[src/rtl/ahb_fabric_pkg.sv]
// rtl/ahb_fabric_pkg.sv - shared encodings, state type and decode helper for the MMIO fabric
package ahb_fabric_pkg;

  localparam logic [1:0] HTRANS_IDLE   = 2'b00;
  localparam logic [1:0] HTRANS_BUSY   = 2'b01;
  localparam logic [1:0] HTRANS_NONSEQ = 2'b10;
  localparam logic [1:0] HTRANS_SEQ    = 2'b11;

  localparam logic HRESP_OKAY  = 1'b0;
  localparam logic HRESP_ERROR = 1'b1;

  typedef enum logic [1:0] {
    ST_IDLE,
    ST_SLV,
    ST_ERR1,
    ST_ERR2
  } fab_state_t;

  // Slave-index width; a single slave still gets one decode bit.
  function automatic int sel_width(input int n);
    return (n <= 2) ? 1 : $clog2(n);
  endfunction

endpackage

[src/rtl/ahb_fabric_watchdog.sv]
// rtl/ahb_fabric_watchdog.sv - per-data-phase wait-state counter with expiry flag
module ahb_fabric_watchdog
  import ahb_fabric_pkg::*;
#(
  parameter int TIMEOUT_CYCLES = 256
) (
  input  logic clk,
  input  logic rst,
  input  logic start,
  input  logic active,
  output logic expire
);

  localparam int CNT_W = (TIMEOUT_CYCLES > 1) ? $clog2(TIMEOUT_CYCLES) : 1;
  localparam logic [CNT_W-1:0] LAST = CNT_W'((TIMEOUT_CYCLES > 0) ? TIMEOUT_CYCLES - 1 : 0);
  localparam logic EN = (TIMEOUT_CYCLES > 0);

  logic [CNT_W-1:0] wcnt;

  // Saturates at LAST: the phase is aborted on expiry, so further counts carry no meaning.
  always_ff @(posedge clk) begin
    if (rst || start) begin
      wcnt <= '0;
    end else if (active && wcnt != LAST) begin
      wcnt <= wcnt + CNT_W'(1);
    end
  end

  assign expire = EN && active && (wcnt == LAST);

endmodule

[src/rtl/ahb_mmio_fabric.sv]
// rtl/ahb_mmio_fabric.sv - AHB-Lite single-master N-slave MMIO decoder with default slave and watchdog
module ahb_mmio_fabric
  import ahb_fabric_pkg::*;
#(
  parameter int              NUM_SLAVES     = 4,
  parameter int              ADDR_W         = 32,
  parameter int              DATA_W         = 32,
  parameter int              REGION_LSB     = 12,
  parameter logic [ADDR_W-1:0] BASE_ADDR    = 32'h7000_0000,
  parameter int              TIMEOUT_CYCLES = 256
) (
  input  logic                         HCLK,
  input  logic                         HRESET,
  input  logic [ADDR_W-1:0]            HADDR_M0,
  input  logic [1:0]                   HTRANS_M0,
  input  logic                         HWRITE_M0,
  input  logic [2:0]                   HSIZE_M0,
  input  logic [DATA_W-1:0]            HWDATA_M0,
  output logic                         HREADY_M0,
  output logic                         HRESP_M0,
  output logic [DATA_W-1:0]            HRDATA_M0,
  output logic [NUM_SLAVES-1:0]        HSEL_S,
  output logic [ADDR_W-1:0]            HADDR_S,
  output logic [1:0]                   HTRANS_S,
  output logic                         HWRITE_S,
  output logic [2:0]                   HSIZE_S,
  output logic [DATA_W-1:0]            HWDATA_S,
  output logic [NUM_SLAVES-1:0]        HREADY_S,
  input  logic [NUM_SLAVES-1:0]        HREADYOUT_S,
  input  logic [NUM_SLAVES-1:0]        HRESP_S,
  input  logic [NUM_SLAVES*DATA_W-1:0] HRDATA_S,
  output logic                         ERR_VALID,
  output logic                         ERR_TIMEOUT,
  output logic [ADDR_W-1:0]            ERR_ADDR
);

  localparam int SEL_W   = sel_width(NUM_SLAVES);
  localparam int NSEL    = 1 << SEL_W;
  localparam int TAG_LSB = REGION_LSB + SEL_W;

  fab_state_t             state, state_nxt, decode_st;
  logic [SEL_W-1:0]       idx, dsel;
  logic [ADDR_W-1:0]      daddr;
  logic [NUM_SLAVES-1:0]  hung, hung_set;
  logic [NSEL-1:0]        hung_ext, rdy_ext, resp_ext;
  logic [DATA_W-1:0]      rdata_sel;
  logic fwd, accept, tag_hit, mapped, rdy_sel, resp_sel;
  logic start, wd_active, expire;

  assign HADDR_S  = HADDR_M0;
  assign HTRANS_S = HTRANS_M0;
  assign HWRITE_S = HWRITE_M0;
  assign HSIZE_S  = HSIZE_M0;
  assign HWDATA_S = HWDATA_M0;

  assign idx     = HADDR_M0[REGION_LSB +: SEL_W];
  assign tag_hit = (HADDR_M0 >> TAG_LSB) == (BASE_ADDR >> TAG_LSB);
  assign fwd     = !(HTRANS_M0 == HTRANS_IDLE || HTRANS_M0 == HTRANS_BUSY);

  // Zero-extended views so an out-of-range index reads as "not present".
  always_comb begin
    hung_ext = '0;
    rdy_ext  = '0;
    resp_ext = '0;
    hung_ext[NUM_SLAVES-1:0] = hung;
    rdy_ext[NUM_SLAVES-1:0]  = HREADYOUT_S;
    resp_ext[NUM_SLAVES-1:0] = HRESP_S;
    rdata_sel = '0;
    for (int i = 0; i < NUM_SLAVES; i++) begin
      if (dsel == SEL_W'(i)) rdata_sel = HRDATA_S[i*DATA_W +: DATA_W];
    end
  end

  assign mapped   = tag_hit && (32'(idx) < NUM_SLAVES) && !hung_ext[idx];
  assign rdy_sel  = rdy_ext[dsel];
  assign resp_sel = resp_ext[dsel];

  assign HREADY_M0 = (state == ST_SLV) ? rdy_sel : (state != ST_ERR1);
  assign accept    = fwd && HREADY_M0;
  assign decode_st = !accept ? ST_IDLE : (mapped ? ST_SLV : ST_ERR1);

  // A hung slave is clocked by its own ready so it can drain the abandoned phase.
  always_comb begin
    for (int i = 0; i < NUM_SLAVES; i++) begin
      HSEL_S[i]   = mapped && (idx == SEL_W'(i));
      HREADY_S[i] = hung[i] ? HREADYOUT_S[i] : HREADY_M0;
      hung_set[i] = expire && (dsel == SEL_W'(i));
    end
  end

  always_comb begin
    state_nxt = state;
    HRESP_M0  = HRESP_OKAY;
    HRDATA_M0 = '0;
    case (state)
      ST_IDLE: state_nxt = decode_st;
      ST_SLV: begin
        HRESP_M0  = resp_sel;
        HRDATA_M0 = rdata_sel;
        if (rdy_sel)     state_nxt = decode_st;
        else if (expire) state_nxt = ST_ERR1;
      end
      ST_ERR1: begin
        HRESP_M0  = HRESP_ERROR;
        state_nxt = ST_ERR2;
      end
      ST_ERR2: begin
        HRESP_M0  = HRESP_ERROR;
        state_nxt = decode_st;
      end
      default: state_nxt = ST_IDLE;
    endcase
  end

  assign start     = (state_nxt == ST_SLV) && HREADY_M0;
  assign wd_active = (state == ST_SLV) && !rdy_sel;
  assign ERR_VALID = (state == ST_ERR1);

  always_ff @(posedge HCLK) begin
    if (HRESET) begin
      state       <= ST_IDLE;
      dsel        <= '0;
      daddr       <= '0;
      hung        <= '0;
      ERR_TIMEOUT <= 1'b0;
      ERR_ADDR    <= '0;
    end else begin
      state <= state_nxt;
      if (accept) begin
        dsel  <= idx;
        daddr <= HADDR_M0;
      end
      hung <= (hung & ~HREADYOUT_S) | hung_set;
      // Error report is captured on entry so it is valid alongside ERR_VALID.
      if (state_nxt == ST_ERR1) begin
        ERR_TIMEOUT <= expire;
        ERR_ADDR    <= expire ? daddr : HADDR_M0;
      end
    end
  end

  ahb_fabric_watchdog #(
    .TIMEOUT_CYCLES(TIMEOUT_CYCLES)
  ) u_wdog (
    .clk   (HCLK),
    .rst   (HRESET),
    .start (start),
    .active(wd_active),
    .expire(expire)
  );

endmodule
[config.mk]
export PLATFORM = sky130hd
export DESIGN_NAME = ahb_mmio_fabric
export DESIGN_NICKNAME = d
export VERILOG_FILES = /design/src/rtl/ahb_fabric_pkg.sv /design/src/rtl/ahb_fabric_watchdog.sv /design/src/rtl/ahb_mmio_fabric.sv
export SDC_FILE = /design/constraint.sdc
export NUM_CORES = 1
export LEC_CHECK = 0
export BUFFER_PORTS_ARGS = -buffer_cell sky130_fd_sc_hd__buf_2
export CAP_MARGIN = 10
export CORE_AREA = 3 3 138 140
export CTS_CLUSTER_SIZE = 24
export DETAILED_ROUTE_END_ITERATION = 8
export DIE_AREA = 0 0 141 143
export SETUP_SLACK_MARGIN = 0.02
export SLEW_MARGIN = 20
export SYNTH_ARGS = -nofsm -noshare
export SYNTH_HDL_FRONTEND = slang
export SYNTH_SLANG_ARGS = --single-unit
[constraint.sdc]
create_clock -name HCLK -period 5.85 [get_ports HCLK]
set_input_delay 0.585 -clock HCLK [delete_from_list [all_inputs] [get_ports HCLK]]
set_output_delay 0.585 -clock HCLK [all_outputs]
set_load 0.1 [all_outputs]
Yosys cells after proc, flatten, opt, wreduce, memory -nomap -nowiden

Index checks and enable logic that the tools add are counted.

Add/subtract/negate cells: 1
$lt $le $gt $ge: 2
Equal/unequal tests: 16
Mux-type cells: 23
Bitwise logic cells: 3
Reductions and logical operators: 25

Operators by type and width:

| cell                   | count |
|---|---|
| $mux W32               | 6 |
| $eq A18 B17 Y1 const B | 1 |
| $eq A2 B2 Y1 const B   | 7 |
| $logic_and A1 B1 Y1    | 14 |
| $eq A2 B1 Y1 const B   | 5 |
| $add A8 B1 Y8 const B  | 1 |
| $eq A8 B8 Y1 const B   | 1 |
| $logic_not A2 Y1       | 4 |
| $mux W1                | 8 |
| $mux W2                | 4 |
| $ne A8 B8 Y1 const B   | 1 |
| $bmux W1 S2            | 3 |
| $lt A2 B3 Y1 const B   | 2 |
| $pmux W2 S3            | 1 |
| $and A4 B4 Y4          | 1 |
| $not A4 Y4             | 1 |
| $or A4 B4 Y4           | 1 |
| $reduce_or A2 Y1       | 2 |
| $logic_not A1 Y1       | 3 |
| $logic_or A1 B1 Y1     | 2 |
| $ne A2 B2 Y1 const B   | 1 |
| $pmux W1 S2            | 1 |

Register bits: 81
Input bits: 208
Output and inout port bits: 146
Logic and storage cells: 77

Depth between registers and ports, before layout

Gate-level depths: netlist of run 1.

Depth in word-level cells: 11
Gate-level depth with buffers: 9
Gate-level depth less buffers: 7

Hierarchy

A second synthesis of run 1 with hierarchy kept.

Cells, all modules: 587
Area, all modules: 5522.8 µm²

Modules (own cells, without submodules):

| module              | instances | cells each | area each (µm²) | sequential area each (µm²) |
|---|---|---|---|---|
| ahb_mmio_fabric     | 1         | 539        | 5068.6          | 1421.4 |
| ahb_fabric_watchdog | 1         | 48         | 454.2           | 160.2 |

Worst setup path after synthesis of run 1

Ideal clock, no wire load.

Path type: input to output
Start: input HADDR_M0[12]
End: output HSEL_S[0]
Data arrival time: 3678 ps
Setup slack: 1587 ps
Cell stages on the path: 3
Path buffers: 0
Cells stage by stage: mux4_2 nor3_1 nor3b_1

Cells in the longest elaborated chain, start to end: 5

Ends and longest elaborated chain:

| what                          | line                  | source |
|---|---|---|
| start, declared               | ahb_mmio_fabric.sv:14 | `input logic [ADDR_W-1:0] HADDR_M0,` |
| $bmux W1 S2                   | ahb_mmio_fabric.sv:74 | `assign mapped = tag_hit && (32'(idx) < NUM_SLAVES) && !hung_ext[idx];` |
| $mux W1 (implied by the code) | ahb_mmio_fabric.sv:74 |  |
| $logic_not A1 Y1              | ahb_mmio_fabric.sv:74 |  |
| $logic_and A1 B1 Y1           | ahb_mmio_fabric.sv:74 |  |
| $logic_and A1 B1 Y1 (*)       | ahb_mmio_fabric.sv:85 | `HSEL_S[i] = mapped && (idx == SEL_W'(i));` |
| end, declared                 | ahb_mmio_fabric.sv:22 | `output logic [NUM_SLAVES-1:0] HSEL_S,` |

Every way passes the cells marked *; elsewhere a longest branch is shown, timed or not. The select of a mux whose other input is x is not followed.

Final worst setup path of run 1

Start: input HADDR_M0[23]
End: output HSEL_S[0]

Cells in the longest elaborated chain, start to end: 3

Ends and longest elaborated chain:

| what                | line                  | source |
|---|---|---|
| $eq A18 B17 Y1      | ahb_mmio_fabric.sv:57 | `assign tag_hit = (HADDR_M0 >> TAG_LSB) == (BASE_ADDR >> TAG_LSB);` |
| $logic_and A1 B1 Y1 | ahb_mmio_fabric.sv:74 |  |
| $logic_and A1 B1 Y1 | ahb_mmio_fabric.sv:85 |  |

No other way between the ends.

==> impl_metrics.csv, run 1 <==
group,metric,value,unit
synth,synth_mux_area_share,21.2,%
global_route,grt_pass1_wl,27.8,mm
sta,fin_crit,3.46,ns
synth,ys_ff_latch,79,
clocking,numCtsBuffers,9,
power_and_ir_drop,peakVddDrop,0.156,mV
synth,synthCells,584,
setup_path,worstRegToRegCells,6,
synth,synth_compound_area_share,17.8,%
routing,drt-total-wl,19.0,mm
routing,drtIter0Drc,157,
global_route,top_usage_layer,"met2",
setup_path,critPathBufInv,2,
global_route,grt_use_met2,31.5,%
routing,ant_nets,0,
sta,max-slew-margin-rel,33.4,%
sta,period_share,59.2,%
floorplan,die_y,143,um
sta,max_freq,289,MHz
clocking,clockRootBuffer,"clkbuf_16",
sta,rsz0062_at_grt,"false",
floorplan,num_io_pins,354,
layout,final_common_cell,"buf_2",
synth,synthSimpleGateAreaFrac,14.0,%
setup_path,endpoint,"HSEL_S[0]",
synth,syn_area,5550,um2
setup_path,crit_cells,6,
run_status,outcome,"completed",
sta,whs,0.453,ns
layout,area_delta_synth_final,23.9,%
synth,ys_seq_area_share,28.5,%
setup_path,startpoint,"HADDR_M0[23]",
setup_path,cp_max_fo,6,
layout,final_layout_size_suffix_gt1_share,49.8,%
routing,route.detailed.drc,0,
synth,synthArstFlopShare,0,%
placed_design,portBuffers,279,
clocking,clock-sinks,79,
setup_path,critPathArrivalTime,2.88,ns
placed_design,dp_hpwl,14.6,mm
clocking,path_clk_slew,0.06,ns
sta,finalHoldViolCount,0,
global_route,grt_use_total,18.0,%
setup_path,criticalPathCategory,"in2out",
setup_path,cpMaxStageDelayCell,"nor3_1",
layout,final_cell_mix,"buf_2, dfxtp_1, nand2_1",
synth,yosys_warnings,0,
clocking,ctsHtreeMaxLevel,3,
synth,synth_cell_types,48,
flow_run,drv_cap,0,
synth,synth_edf_count,0,
layout,nets,981,
placed_design,gp_congestion,0.952,
global_route,antenna_found_initial,9,
sta,final.setup_skew,0.00866,ns
setup_path,rrSetupSlack,2.48,ns
setup_path,path_cells,"buf_2 -> nor4_1 -> nand4_1 -> nor3_1 -> nor3b_1 -> buf_2",
floorplan,rows,49,
clocking,clk_path_buf_depth,2,
clocking,ctsHoldBuffers,0,
power_and_ir_drop,leakage,2.94,nW
sta,tns,0,ns
sta,worst_slew_pin_slew,0.999,ns
clocking,cts_resized,0,
power_and_ir_drop,power.density,356,nW/um2
floorplan,die_w,141,um
global_route,grtUsageMet1,21.0,%
floorplan,start_util,30.9,%
sta,maxSlewViolCount,0,
routing,viasPerCell,4.91,
clocking,clock_latency,0.34,ns
floorplan,core_area,18000,um2
synth,avgSynthCellArea,9.51,um2
setup_path,cpMostUsedCell,"buf_2",
global_route,gr-usage-met3,3.28,%
synth,synth_top_family_by_area,"multiplexers",
routing,wire_per_inst,18.9,um
routing,vias,4953,
synth,syn_nets,797,
synth,synth_xor_area_share,0.788,%
hold_path,hp-class,"reg2reg",
setup_path,crit_required,5.27,ns
clocking,cts_tree,"built",
floorplan,die_area,20200,um2
synth,synth_fa_ha_area_share,1.13,%
synth,synth-main-ff-cell,"dfxtp_1",
routing,drt_first_pass_iters,4,
global_route,grt_pass1_vias,4819,
global_route,grt_max_degree,73,
sta,setup_violations,0,
setup_path,r2r_start,"daddr[13]",
setup_path,r2r-end,"ERR_ADDR[23]",
setup_path,cp_top_family,"simple AND/OR/NAND/NOR gates",
setup_path,cp_slowest_stage_delay,0.52,ns
power_and_ir_drop,power.total,2.45,mW
setup_path,cp-start-kind,"input port",
clocking,post_cts_buffers,0,
global_route,gr-total-overflow,0,
setup_path,end_kind,"output pin",
[worst register-to-register path, stage by stage (launching register included)]
cell,delay (ns)
dfxtp_2,0.31
buf_4,0.44
mux4_2,0.51
or2_1,0.38
o31ai_4,0.86
a21o_4,0.54
a211oi_2,0.17
[worst min path at each step]
stage / start / endpoint / slack, ns / depth (start not counted)
2_1_floorplan: daddr[0] / daddr[0] / 0.43 / 2
3_3_place_gp: daddr[6] / daddr[6] / 0.44 / 2
3_5_place_dp: daddr[6] / daddr[6] / 0.44 / 2
4_1_cts: daddr[6] / daddr[6] / 0.45 / 2
5_1_grt: daddr[6] / daddr[6] / 0.47 / 2
6_report: daddr[29] / daddr[29] / 0.45 / 2
[layer usage]
metal / wire length, um / part of all wire [%]
met5: 0 / 0
met3: 1210 / 6.4
met4: 638 / 3.4
met1: 7530 / 40
met2: 9650 / 51
[kinds of logic after synthesis]
logic type      count (synthesis)
simple gates                  154
xor+xnor                        5
compound gates                120
fa+ha+maj                       5
mux                            70
buf+inv                       151
flops                          79
[power by group]
part           internal (mW)  total (mW)  switching, mW
clock network          0.397       0.612          0.216
registers              0.610       0.650         0.0398
logic                  0.268        1.19          0.918
total                   1.28        2.45           1.17
[cell usage after synthesis (all sizes together), types with 2 or more instances]
cell     n  area (um2)
and3     2        12.5
nand2   71         267
nor2    15        56.3
nor4     6        52.6
nand4    3        18.8
ha       5        62.6
o31ai    3        41.3
and2    34         213
buf     95         713
a21oi   39         195
and3b    2        17.5
clkbuf  20        75.1
a21o     2        22.5
inv     36         135
nand3    4        20.0
nand3b   3        22.5
o21a     4        30.0
a31oi    2        12.5
mux4    35         788
nor3     2        10.0
dfxtp   79        1580
mux2    32         360
or2      2        12.5
mux2i    3        30.0
nand2b   4        25.0
xnor2    4        35.0
a211oi  65         648
or4      2        15.0
[through the flow]
step / utilization [%] / worst slack [ns] / instance area (um2) / instances
finish: 38.3 / 2.39 / 6880 / 1009
global route: 38.3 / 2.21 / 6880 / 1009
CTS: 38.2 / 2.40 / 6870 / 1002
detailed placement: 36.4 / 2.38 / 6540 / 986
global placement: 36.4 / 2.35 / 6540 / 986
floorplan: - / 1.59 / 5550 / 584
[registers in the layout, indices dropped and copies added (netlist names)]
signal	flops
state	2
u_wdog.wcnt	8
dsel	1
ERR_ADDR	32
ERR_TIMEOUT	1
daddr	31
hung	4
[cell type report]
type                       count  area [um2]
fill                        1844       11100
multi-input combinational    354        3070
antenna                        7        17.5
clock inverter                 3        65.1
clock buffer                  13         260
tap                          229         287
sequential                    79        1580
inverter                      36         135
timing repair buffer         288        1470
No activity file was read; power rests on OpenSTA's default activity.
==> inputs of run 2 (changes only) <==
Settings changed: CORE_AREA 3 3 138 140 to 3 3 135 137, DIE_AREA 0 0 141 143 to 0 0 138 140, PLACE_DENSITY set to 0.66.
Clock period 5.85 ns to 3.1 ns, I/O delays scaled along.
==> impl_metrics.csv, run 2 (synthesis gave the netlist of run 1 again) <==
group,metric,value,unit
run_status,outcome,"completed",
setup_path,criticalPathCategory,"reg2out",
setup_path,cpMaxStageDelayCell,"mux4_2",
routing,drt-total-wl,19.6,mm
sta,tns,0,ns
setup_path,crit_required,2.79,ns
global_route,grt_pass1_wl,29.6,mm
layout,final_common_cell,"buf_2",
clocking,numCtsBuffers,9,
floorplan,start_util,32.3,%
layout,regMostFlops,"ERR_ADDR",
hold_path,hp-class,"in2reg",
layout,final_core_util,40.6,%
clocking,clk_path_buf_depth,2,
clocking,ctsHoldBuffers,0,
setup_path,cpMostUsedCell,"buf_4",
clocking,clock-sinks,79,
layout,nets,986,
routing,drt_first_pass_iters,4,
global_route,antenna_found_initial,9,
sta,period_share,89.7,%
power_and_ir_drop,p_clk_share,23.9,%
sta,setup_violations,0,
floorplan,die_y,140,um
sta,finalHoldViolCount,0,
layout,ff_latch_area,1580,um2
layout,final_layout_size_suffix_gt1_share,51.0,%
global_route,grt_max_degree,58,
power_and_ir_drop,peakVddDrop,0.351,mV
setup_path,cp_slowest_stage_delay,0.57,ns
sta,fin_crit,2.78,ns
setup_path,rrSetupSlack,0.48,ns
setup_path,cp-start-kind,"register",
clocking,clock_latency,0.34,ns
placed_design,gp_congestion,0.949,
layout,final_cell_area,6970,um2
clocking,path_clk_slew,0.07,ns
placed_design,placed_area,6640,um2
placed_design,place_ws,0.396,ns
setup_path,cp_max_fo,23,
power_and_ir_drop,power.density,656,nW/um2
clocking,cts_resized,0,
sta,max-slew-margin-rel,33.8,%
sta,rsz0062_at_grt,"false",
clocking,cts_tree,"built",
setup_path,critPathArrivalTime,2.47,ns
setup_path,endpoint,"HRDATA_M0[0]",
layout,stdcell_count,1012,
clocking,clockRootBuffer,"clkbuf_16",
layout,largest_reg_flops,32,
setup_path,worstRegToRegCells,6,
power_and_ir_drop,p_comb_share,49.3,%
layout,reg_top3,"ERR_ADDR (32), daddr (31), u_wdog.wcnt (8)",
power_and_ir_drop,p_sw_share,49.7,%
floorplan,die_w,138,um
sta,whs,0.228,ns
setup_path,r2r_start,"u_wdog.wcnt[0]",
routing,vias,5067,
setup_path,end_kind,"output pin",
floorplan,die_area,19300,um2
routing,ant_nets,0,
sta,worst_slew_pin_slew,0.989,ns
sta,final.setup_skew,0.00936,ns
global_route,gr-total-overflow,0,
flow_run,drv_cap,0,
clocking,ctsHtreeMaxLevel,3,
floorplan,core_area,17200,um2
power_and_ir_drop,power_frac_seq,26.8,%
layout,multi_input_area,3080,um2
setup_path,r2r-end,"ERR_ADDR[3]",
placed_design,dp_hpwl,15.5,mm
sta,max_freq,360,MHz
setup_path,path_cells,"buf_4 -> buf_4 -> mux4_2 -> and2_1 -> buf_2",
clocking,post_cts_buffers,0,
sta,worst_slack,0.319,ns
power_and_ir_drop,power.total,4.57,mW
global_route,grt_pass1_vias,5075,
global_route,grt_use_total,19.4,%
power_and_ir_drop,leakage,2.97,nW
hold_path,hold_path_startpoint,"HADDR_M0[6]",
setup_path,startpoint,"dsel[0]",
layout,fillers,1726,
routing,wire_per_inst,19.4,um
routing,drtIter0Drc,162,
layout,area_delta_synth_final,25.5,%
layout,final_cell_mix,"buf_2, dfxtp_1, nand2_1",
sta,maxSlewViolCount,0,
hold_path,min_path_cells,3,
power_and_ir_drop,net-switching-power,2.27,mW
placed_design,dpl.cell_count,987,
floorplan,rows,48,
routing,viasPerCell,5.01,
floorplan,num_io_pins,354,
routing,route.detailed.drc,0,
power_and_ir_drop,p_int,2.30,mW
placed_design,portBuffers,279,
==> run 2: cell count changes in the layout (fill, tap and decap cells not counted), moves of 4 or more <==
cell    previous run  this run
buf_12             0         4
buf_2            278       274
buf_4             10        15
o21a_1             4         0
o21a_2             0         4
==> run 2: power by group through the flow <==
stage | registers, mW | clock network, mW | logic [mW]
finish | 1.22 | 1.09 | 2.26
floorplan | 1.86 | 0 | 1.48
global placement | 1.25 | 0 | 2.25
global route | 1.24 | 1.15 | 2.36
CTS | 1.23 | 1.11 | 2.27
detailed placement | 1.25 | 0 | 2.27
==> run 2: layout make-up <==
cell class              instances  area share (%)
multi-input cells             354            44.2
repair buffers                293            22.4
diodes                          9           0.323
well taps                     225            4.04
clock buffers                   9            3.23
inverters                      36            1.94
flip-flops and latches         79            22.7
clock inverters                 7            1.15
==> run 2: how the worst min path moves through the flow <==
stage                 to
2_1_floorplan   daddr[0]
3_3_place_gp   daddr[31]
3_5_place_dp   daddr[30]
4_1_cts         daddr[9]
5_1_grt         daddr[6]
6_report        daddr[6]
==> run 2: routing by layer <==
layer  vias to the layer above  routed length [um]  share of wire [%]  GRT usage [%]
li1                       2402                   -                  -              -
met1                      2430                7910                 40           23.3
met2                       203                9910                 51           33.9
met3                        32                1220                6.2           3.86
met4                         0                 575                2.9           8.58
met5                         -                   0                  0              0
==> run 2: worst max-delay path, delay by kind of cell, from the launching register on <==
family                 cells  cell delay, ns
flip-flops                 1            0.33
multiplexers               1            0.57
AND/OR/NAND/NOR            1            0.17
buffers and inverters      3            1.04
